### src/rtl/riscv_trace_capture_if.sv
// Trace sample bus and valid/ready drain port of riscv_trace_capture.
// TRACE_TIMESTAMP_EN adds a 16-bit timestamp prefix to rd_data (56 -> 72 bits).
interface riscv_trace_capture_if;
`ifdef TRACE_TIMESTAMP_EN
    localparam int ENTRY_W = 72;
`else
    localparam int ENTRY_W = 56;
`endif

    logic               cap_en;
    logic [31:0]        wb_data;
    logic [6:0]         opcode_in;
    logic [1:0]         aluop_in;
    logic [6:0]         funct7_in;
    logic [2:0]         funct3_in;
    logic [4:0]         operation_in;
    logic               rd_ready;
    logic               rd_valid;
    logic [ENTRY_W-1:0] rd_data;

    modport master (
        output cap_en, wb_data, opcode_in, aluop_in, funct7_in, funct3_in, operation_in, rd_ready,
        input  rd_valid, rd_data
    );

    modport slave (
        input  cap_en, wb_data, opcode_in, aluop_in, funct7_in, funct3_in, operation_in, rd_ready,
        output rd_valid, rd_data
    );
endinterface

### src/rtl/riscv_trace_capture.sv
// Circular trace buffer for the core's debug outputs: capture, opcode trigger, post window, drain.
// Optional TRACE_TIMESTAMP_EN prepends a 16-bit cycle stamp; rd_data carries all captured fields.
module riscv_trace_capture #(
    parameter int DEPTH        = 16,
    parameter int POST_SAMPLES = 4
) (
    input  logic                     clk,
    input  logic                     reset,
    input  logic                     arm,
    input  logic                     clear,
    input  logic [6:0]               trig_opcode,
    input  logic                     trig_force,
    riscv_trace_capture_if.slave     trc,
    output logic [1:0]               state_o,
    output logic [$clog2(DEPTH):0]   count_o,
    output logic                     wrapped_o
);
    localparam int AW     = $clog2(DEPTH);
    localparam int DATA_W = 56;
`ifdef TRACE_TIMESTAMP_EN
    localparam int ENTRY_W = DATA_W + 16;
`else
    localparam int ENTRY_W = DATA_W;
`endif
    localparam logic [AW:0]   FULL      = (AW+1)'(DEPTH);
    localparam logic [AW-1:0] POST_INIT = AW'(POST_SAMPLES);

    typedef enum logic [1:0] {
        IDLE  = 2'd0,
        ARMED = 2'd1,
        POST  = 2'd2,
        DONE  = 2'd3
    } state_e;

    state_e             state_q, state_d;
    logic [AW-1:0]      wr_ptr_q, wr_ptr_d;
    logic [AW-1:0]      post_cnt_q, post_cnt_d;
    logic [AW:0]        count_q, count_d;
    logic               wrapped_q, wrapped_d;
    logic               wr_en;
    logic               trigger;
    logic               restart;
    logic               rd_fire;
    logic [AW-1:0]      rd_ptr;
    logic [DATA_W-1:0]  sample;
    logic [ENTRY_W-1:0] entry;
    logic [ENTRY_W-1:0] mem [DEPTH];

    assign sample = {trc.wb_data, trc.opcode_in, trc.aluop_in,
                     trc.funct7_in, trc.funct3_in, trc.operation_in};

`ifdef TRACE_TIMESTAMP_EN
    logic [15:0] ts_q, ts_d;
    assign entry = {ts_q, sample};
`else
    assign entry = sample;
`endif

    assign trigger = trc.cap_en & (trig_force | (trc.opcode_in == trig_opcode));
    assign restart = arm & (state_q != DONE);
    // Oldest unread entry sits count entries behind the write pointer.
    assign rd_ptr       = wr_ptr_q - count_q[AW-1:0];
    assign trc.rd_valid = (state_q == DONE) && (count_q != '0);
    assign trc.rd_data  = trc.rd_valid ? mem[rd_ptr] : '0;
    assign rd_fire      = trc.rd_valid & trc.rd_ready;

    // NOTE: every always_comb output gets a default first so no path can infer a latch.
    always_comb begin
        state_d    = state_q;
        wr_ptr_d   = wr_ptr_q;
        count_d    = count_q;
        post_cnt_d = post_cnt_q;
        wrapped_d  = wrapped_q;
        wr_en      = 1'b0;

        if (clear) begin
            state_d    = IDLE;
            wr_ptr_d   = '0;
            count_d    = '0;
            post_cnt_d = '0;
            wrapped_d  = 1'b0;
        end else if (restart) begin
            state_d    = ARMED;
            wr_ptr_d   = '0;
            count_d    = '0;
            post_cnt_d = '0;
            wrapped_d  = 1'b0;
        end else begin
            unique case (state_q)
                ARMED: begin
                    if (trc.cap_en) begin
                        wr_en = 1'b1;
                        if (trigger) begin
                            if (POST_SAMPLES == 0) begin
                                state_d = DONE;
                            end else begin
                                state_d    = POST;
                                post_cnt_d = POST_INIT;
                            end
                        end
                    end
                end
                POST: begin
                    if (trc.cap_en) begin
                        wr_en      = 1'b1;
                        post_cnt_d = post_cnt_q - 1'b1;
                        if (post_cnt_q == AW'(1)) state_d = DONE;
                    end
                end
                DONE: begin
                    if (rd_fire) begin
                        count_d = count_q - 1'b1;
                        if (count_q == (AW+1)'(1)) state_d = IDLE;
                    end
                end
                default: ;
            endcase

            if (wr_en) begin
                wr_ptr_d = wr_ptr_q + 1'b1;
                if (count_q == FULL) wrapped_d = 1'b1;
                else                 count_d   = count_q + 1'b1;
            end
        end
    end

`ifdef TRACE_TIMESTAMP_EN
    assign ts_d = (clear || restart) ? 16'h0000 : ts_q + 16'h0001;
`endif

    // NOTE: state registers use non-blocking assignments so all flops update together.
    always_ff @(posedge clk) begin
        if (reset) begin
            state_q    <= IDLE;
            wr_ptr_q   <= '0;
            count_q    <= '0;
            post_cnt_q <= '0;
            wrapped_q  <= 1'b0;
`ifdef TRACE_TIMESTAMP_EN
            ts_q       <= '0;
`endif
        end else begin
            state_q    <= state_d;
            wr_ptr_q   <= wr_ptr_d;
            count_q    <= count_d;
            post_cnt_q <= post_cnt_d;
            wrapped_q  <= wrapped_d;
`ifdef TRACE_TIMESTAMP_EN
            ts_q       <= ts_d;
`endif
        end
    end

    // NOTE: storage is not reset; rd_valid/count gate every read so stale contents never escape.
    always_ff @(posedge clk) begin
        if (wr_en) mem[wr_ptr_q] <= entry;
    end

    assign state_o   = state_q;
    assign count_o   = count_q;
    assign wrapped_o = wrapped_q;
endmodule
### src/flat_wrapper.sv
// flat-port wrapper written by rule: the top's interface ports become plain ports
module riscv_trace_capture_flat 
#(
    parameter int DEPTH        = 16,
    parameter int POST_SAMPLES = 4
)
  (clk, reset, arm, clear, trig_opcode, trig_force, state_o, count_o, wrapped_o, trc_cap_en, trc_wb_data, trc_opcode_in, trc_aluop_in, trc_funct7_in, trc_funct3_in, trc_operation_in, trc_rd_ready, trc_rd_valid, trc_rd_data);
  riscv_trace_capture_if trc_i ();
  input  logic clk;
  input  logic reset;
  input  logic arm;
  input  logic clear;
  input  logic [6:0] trig_opcode;
  input  logic trig_force;
  output logic [1:0] state_o;
  output logic [$clog2(DEPTH):0] count_o;
  output logic wrapped_o;
  input wire logic [$bits(trc_i.cap_en)-1:0] trc_cap_en;
  input wire logic [$bits(trc_i.wb_data)-1:0] trc_wb_data;
  input wire logic [$bits(trc_i.opcode_in)-1:0] trc_opcode_in;
  input wire logic [$bits(trc_i.aluop_in)-1:0] trc_aluop_in;
  input wire logic [$bits(trc_i.funct7_in)-1:0] trc_funct7_in;
  input wire logic [$bits(trc_i.funct3_in)-1:0] trc_funct3_in;
  input wire logic [$bits(trc_i.operation_in)-1:0] trc_operation_in;
  input wire logic [$bits(trc_i.rd_ready)-1:0] trc_rd_ready;
  output wire logic [$bits(trc_i.rd_valid)-1:0] trc_rd_valid;
  output wire logic [$bits(trc_i.rd_data)-1:0] trc_rd_data;
  assign trc_i.cap_en = trc_cap_en;
  assign trc_i.wb_data = trc_wb_data;
  assign trc_i.opcode_in = trc_opcode_in;
  assign trc_i.aluop_in = trc_aluop_in;
  assign trc_i.funct7_in = trc_funct7_in;
  assign trc_i.funct3_in = trc_funct3_in;
  assign trc_i.operation_in = trc_operation_in;
  assign trc_i.rd_ready = trc_rd_ready;
  assign trc_rd_valid = trc_i.rd_valid;
  assign trc_rd_data = trc_i.rd_data;
  riscv_trace_capture #(.DEPTH(DEPTH), .POST_SAMPLES(POST_SAMPLES)) u_core (.clk(clk), .reset(reset), .arm(arm), .clear(clear), .trig_opcode(trig_opcode), .trig_force(trig_force), .trc(trc_i), .state_o(state_o), .count_o(count_o), .wrapped_o(wrapped_o));
endmodule
### config.mk
export PLATFORM = sky130hd
export DESIGN_NAME = riscv_trace_capture_flat
export DESIGN_NICKNAME = d
export VERILOG_FILES = /design/src/rtl/riscv_trace_capture_if.sv /design/src/rtl/riscv_trace_capture.sv /design/src/flat_wrapper.sv
export SDC_FILE = /design/constraint.sdc
export NUM_CORES = 1
export LEC_CHECK = 0
export CAP_MARGIN = 15
export CORE_MARGIN = 2
export CORE_UTILIZATION = 45
export DETAILED_ROUTE_END_ITERATION = 10
export PLACE_DENSITY_LB_ADDON = 0.2
export SKIP_LAST_GASP = 1
export SLEW_MARGIN = 20
export SYNTH_ARGS = -nofsm -noshare
export SYNTH_HDL_FRONTEND = slang
export SYNTH_SLANG_ARGS = --single-unit
### constraint.sdc
create_clock -name clk -period 10 [get_ports clk]
set_clock_uncertainty 0.2 [all_clocks]
set_input_delay 3 -clock clk [delete_from_list [all_inputs] [get_ports clk]]
set_output_delay 3 -clock clk [all_outputs]
set_load 0.02 [all_outputs]
==> results of run 1 <==
## area by class of cell
type	count	area [µm²]
Inverter	17	63.8
Fill cell	6042	37400
Timing Repair Buffer	180	1770
Tap cell	1050	1310
Antenna cell	1	2.50
Clock inverter	59	460
Multi-Input combinational cell	593	8020
Clock buffer	108	2460
Sequential cell	912	27200
## routing by layer
layer	GRT usage, %	routed length [µm]
met1	29.0	35600
met2	31.7	38800
met3	3.72	5200
met4	5.38	1600
met5	0	54
## cells in the mapped netlist (all sizes together) (2+ instances only)
library cell	instances	area (µm²)
edfxtp	896	26900
mux4	224	5040
mux2i	58	581
nor2b	58	363
a2111oi	57	499
a211oi	57	428
buf	49	359
clkbuf	47	176
nor2	26	97.6
ha	18	225
inv	17	63.8
dfxtp	16	320
nand2	16	60.1
xnor2	11	96.3
o21ai	9	45.0
a21oi	8	40.0
nor3	6	30.0
nand3	5	25.0
nand4	5	31.3
nand2b	4	25.0
xor2	4	42.6
or2	3	18.8
or3	3	18.8
a31oi	2	12.5
and3	2	12.5
nand3b	2	15.0
o21bai	2	15.0
## critical path, stage by stage, from the launching register on
cell	delay, ns
dfxtp_1	0.50
ha_4	0.18
inv_1	0.05
fa_4	1.18
buf_4	0.42
buf_4	0.41
mux4_2	0.35
nor2b_1	0.14
a2111oi_0	0.41
a211oi_1	0.14
clkdlybuf4s50_1	0.58
## cells in the final DEF (no fill, tap or decap), types with 3 or more instances in the layout
| cell | n |
|---|---|
| edfxtp_1 | 896 |
| mux4_2 | 224 |
| clkdlybuf4s50_1 | 134 |
| clkbuf_16 | 95 |
| nor2b_1 | 58 |
| mux2i_1 | 58 |
| a2111oi_0 | 57 |
| a211oi_1 | 57 |
| buf_4 | 39 |
| clkinv_2 | 24 |
| clkinv_1 | 22 |
| inv_1 | 17 |
| ha_1 | 17 |
| nand2_1 | 16 |
| dfxtp_1 | 16 |
| nor2_1 | 14 |
| nor2_4 | 12 |
| xnor2_1 | 11 |
| clkbuf_1 | 10 |
| o21ai_0 | 7 |
| a21oi_1 | 7 |
| bufinv_16 | 7 |
| buf_12 | 7 |
| nand3_1 | 5 |
| nand4_1 | 5 |
| nand2b_1 | 4 |
| clkinvlp_4 | 4 |
| xor2_1 | 3 |
| or2_2 | 3 |
| or3_1 | 3 |
| clkbuf_8 | 3 |
## sequential cells by signal (all words and copies together) (netlist names)
signal,count
u_core.wrapped_o,1
u_core.wr_ptr_q,4
u_core.post_cnt_q,4
u_core.count_o,5
u_core.state_o,2
u_core.mem,896
## worst min-delay path by stage
stage	depth (start not counted)	slack, ns	start	endpoint
after floorplan	2	0.25	u_core.post_cnt_q[1]$_SDFFE_PP0P_	u_core.post_cnt_q[1]$_SDFFE_PP0P_
after CTS	2	0.27	u_core.wrapped_o$_SDFFE_PP0P_	u_core.wrapped_o$_SDFFE_PP0P_
after detailed placement	2	0.25	u_core.wrapped_o$_SDFFE_PP0P_	u_core.wrapped_o$_SDFFE_PP0P_
after global routing	2	0.29	u_core.wrapped_o$_SDFFE_PP0P_	u_core.wrapped_o$_SDFFE_PP0P_
final	2	0.26	u_core.wrapped_o$_SDFFE_PP0P_	u_core.wrapped_o$_SDFFE_PP0P_
after global placement	2	0.25	u_core.wrapped_o$_SDFFE_PP0P_	u_core.wrapped_o$_SDFFE_PP0P_
## where the power goes
group	leakage [nW]	total, mW	internal [mW]	switching, mW
sequential	8.18	4.20	4.20	0.00151
combinational	2.95	0.164	0.0671	0.0970
clock	1.44	3.33	1.93	1.40
total	12.6	7.69	6.19	1.50
## cells by family (layout without fill, tap and decap cells)
logic type	Yosys count	count (layout)
buffers and inverters	113	364
other	0	1
muxes	282	282
xor gates and xnor gates	15	15
AOI/OAI and AO/OA	143	143
adders and majority gates	19	19
DFF	912	912
and+or+nand+nor	134	134
==> impl_metrics.toml, run 1 <==
[status]
status = "finished clean"

[cts]
cts_tree = "built"
cts_buffer_depth = 3
cts-root-buf = "clkbuf_16"
cts_hold_buf = 0
cts_buffers = 91
clkSlewWorstSetupHoldPaths_ns = 0.06
insertion_delay_ns = 0.63
cts_max_level = 3
cts_sinks = 912
cts_setup_buffers = 0
cts_resized = 0

[global_route]
grt_pass1_wl_um = 120000
grt_max_degree = 91
track_usage_pct = 20.1
antenna_found_initial = 6
grt_pass1_vias = 17903
overflow = 0

[worst_setup_path]
critPathKind = "reg -> out"
critPathCapture = "trc_rd_data[23]"
r2r_cells = 7
regToRegSetupSlack_ns = 5.68
cp-end-kind = "output port"
critPathMaxFanout = 36
rr_endpoint = "u_core.mem[4][16]$_DFFE_PP_"
arrival_ns = 5.04
cp_data_required_time_ns = 6.80
rr_startpoint = "u_core.state_o[0]$_SDFFE_PP0P_"
crit_start = "u_core.count_o[0]$_SDFF_PP0_"
start_kind = "flip-flop"

[synthesis]
ys_types = 46
synth_xor_area_share_pct = 0.389
synth_enable_flop_cells = 896
synth_seq_cells = 912
synth-async-reset-ratio_pct = 0
ys_seq_area_share_pct = 76.3
syn_area_per_cell_um2 = 22.0
synthSimpleGateAreaFrac_pct = 2.04
synthAdderAreaFrac_pct = 0.687
synth_fp_nets = 1707
synth_area_um2 = 35700
ys_warn_count = 0
muxShareOfSynthArea_pct = 15.8
synth_compound_area_share_pct = 3.11
ys.flop_type = "edfxtp_1"
synth_top_family_by_area = "multiplexers"
syn_inst = 1618

[cells_and_area]
final_cells = 2920
final_net_count = 1884
final_util_pct = 52.5
drive_gt1_share_pct = 23.0
syn_to_final_growth_pct = 15.8
final_area_um2 = 41300

[floorplanning]
rows = 103
dieArea_um2 = 81500
die_y_um = 286
initial_core_util_pct = 45.3
dieWidth_um = 286
coreArea_um2 = 78700
ios = 135

[route]
vias = 17233
drt-initial-drc-count = 1409
ant_nets = 0
vias_per_cell = 5.90
drcViolationCount = 0
wire_per_inst_um = 27.8
firstDrtPassIters = 5
wirelength_um = 81300

[job]
drv_cap = 0

[timing]
min_period_ns = 8.24
rsz0062_at_grt = "no"
fmax_mhz = 121
fin_crit_sh_pct = 82.4
slew_headroom_pct = 29.9
setup_violations = 0
setup_tns_ns = 0
tightestPinTransition_ns = 1.05
fin_ws_ns = 1.76
hold_slack_ns = 0.265
final_hold_viol_count = 0
finalMaxSlewViolations = 0

[placement]
dp_hpwl_um = 40200
post_dp_cell_area_um2 = 38400
dpl.cell_count = 2752
gp_congestion = 0.721
io_buffers = 134
place_ws_ns = 2.42

[power]
p_leak_nw = 12.6
fin_total_pwr_mw = 7.69
ir_drop_mv = 0.105
powerDensity_nw_per_um2 = 186

[hold_path]
hp-class = "reg -> reg"
(Power assumes the default switching activity.)
==> run 2, diff against run 1 <==
==> constraint.sdc (replaced) <==
create_clock -name clk -period 7.3 [get_ports clk]
set_clock_uncertainty 0.2 [all_clocks]
set_input_delay 2.19 -clock clk [delete_from_list [all_inputs] [get_ports clk]]
set_output_delay 2.19 -clock clk [all_outputs]
set_load 0.02 [all_outputs]
==> impl_metrics.toml, run 2 (synthesis results as in run 1) <==
[cts]
insertion_delay_ns = 0.63
cts_max_level = 3
cts_resized = 0
cts_buffers = 91
cts_sinks = 912
cts_tree = "built"
cts_buffer_depth = 3
clkSlewWorstSetupHoldPaths_ns = 0.06
cts-root-buf = "clkbuf_16"
cts_hold_buf = 0
cts_setup_buffers = 0

[cells_and_area]
drive_gt1_share_pct = 23.2
nFillCells = 5956
final_cell_mix = "edfxtp_1 (896), mux4_2 (224), clkdlybuf4s50_1 (134), clkbuf_16 (92)"
layout_commonest_cell = "edfxtp_1"
multi_input_area_um2 = 8040
final_area_um2 = 41600
seq_area_um2 = 27200
regMostFlops = "u_core.mem"
final_net_count = 1897
syn_to_final_growth_pct = 16.7
largest_reg_flops = 896

[worst_setup_path]
arrival_ns = 4.71
cp_top_family = "buffers and inverters"
cp_data_required_time_ns = 4.91
start_kind = "flip-flop"
slowest_delay_ns = 0.88
crit_chain = "inv_1 -> ha_4 -> inv_1 -> fa_4 -> buf_12 -> buf_12 -> mux4_2 -> nor2b_1 -> a2111oi_0 -> a211oi_1 -> clkdlybuf4s50_1"
critPathBufInv = 5
cp-end-kind = "output port"
critPathKind = "reg -> out"
slowest_stage = "a2111oi_0"
critPathMaxFanout = 37

[floorplanning]
rows = 103
coreArea_um2 = 78700
ios = 135
die_y_um = 286
dieWidth_um = 286
initial_core_util_pct = 45.3
dieArea_um2 = 81500

[global_route]
grt_pass1_wl_um = 121000
antenna_found_initial = 11
overflow = 0
grt_pass1_vias = 18133
track_usage_pct = 20.3
grt_max_degree = 71

[route]
vias_per_cell = 5.80
wirelength_um = 81900
wire_per_inst_um = 28.0
drt-initial-drc-count = 1381
firstDrtPassIters = 5
ant_nets = 0
drcViolationCount = 0
vias = 16992

[timing]
setup_violations = 0
setup_tns_ns = 0
tightestPinTransition_ns = 1.02
rsz0062_at_grt = "no"
slew_headroom_pct = 30.4
fin_crit_sh_pct = 97.2
min_period_ns = 7.10
final_hold_viol_count = 0
finalMaxSlewViolations = 0
fmax_mhz = 141

[power]
powerDensity_nw_per_um2 = 256
ir_drop_mv = 0.186
p_leak_nw = 12.7

[status]
status = "finished clean"

[placement]
gp_congestion = 0.758
io_buffers = 134
dp_hpwl_um = 42800
post_dp_cell_area_um2 = 38600

[job]
drv_cap = 0

[hold_path]
hp-class = "reg -> reg"
[run 2: final cells by class]
class | instances | area share [%]
Sequential cell | 912 | 65.4
Clock buffer | 107 | 5.67
Inverter | 17 | 0.153
Tap cell | 1050 | 3.16
Clock inverter | 54 | 1.51
Multi-Input combinational cell | 593 | 19.3
Timing Repair Buffer | 193 | 4.80
Antenna cell | 3 | 0.0180
[run 2: layer usage]
layer | global-route usage, % | routed length, µm | vias up
met5 | 0 | 88 | -
met4 | 5.82 | 1870 | 14
met2 | 33.5 | 40500 | 490
met1 | 27.7 | 34400 | 9118
met3 | 4.12 | 5040 | 115
li1 | - | - | 7255
[run 2: metrics by stage]
| step | setup WS [ns] | utilization, % | total power [mW] | hold WS [ns] | instances |
|---|---|---|---|---|---|
| 2_1_floorplan | 1.47 | - | 5.96 | 0.250 | 1618 |
| 3_3_place_gp | 0.727 | 49.1 | 6.09 | 0.260 | 2765 |
| 3_5_place_dp | 0.753 | 49.1 | 6.10 | 0.285 | 2765 |
| 4_1_cts | 0.0669 | 52.9 | 10.8 | 0.294 | 2926 |
| 5_1_grt | 0.0272 | 52.9 | 11.0 | 0.341 | 2928 |
| 6_report | 0.204 | 52.9 | 10.7 | 0.292 | 2929 |
[run 2: path summary, 6_finish.rpt]
| path | to | from | slack [ns] | cells after the start |
|---|---|---|---|---|
| worst min-delay path | u_core.post_cnt_q[1]$_SDFFE_PP0P_ | u_core.post_cnt_q[1]$_SDFFE_PP0P_ | 0.29 | 2 |
| worst max register to register | u_core.mem[2][29]$_DFFE_PP_ | u_core.state_o[1]$_SDFFE_PP0P_ | 3.62 | 7 |
| worst min register to register | u_core.post_cnt_q[1]$_SDFFE_PP0P_ | u_core.post_cnt_q[1]$_SDFFE_PP0P_ | 0.29 | 2 |
| worst max-delay path | trc_rd_data[27] | u_core.wr_ptr_q[0]$_SDFFE_PP0N_ | 0.20 | 11 |
[run 2: report_power, final]
group / switching (mW) / internal, mW / leakage [nW]
Combinational: 0.135 / 0.0942 / 3.04
Sequential: 0.00191 / 5.75 / 8.18
Clock: 1.93 / 2.77 / 1.45
[run 2: tightest hold or removal path, delay by kind of cell, from the launching register on]
kind           cells  cell delay, ns
flip-flops         1            0.31
AO/OA/AOI/OAI      2            0.13
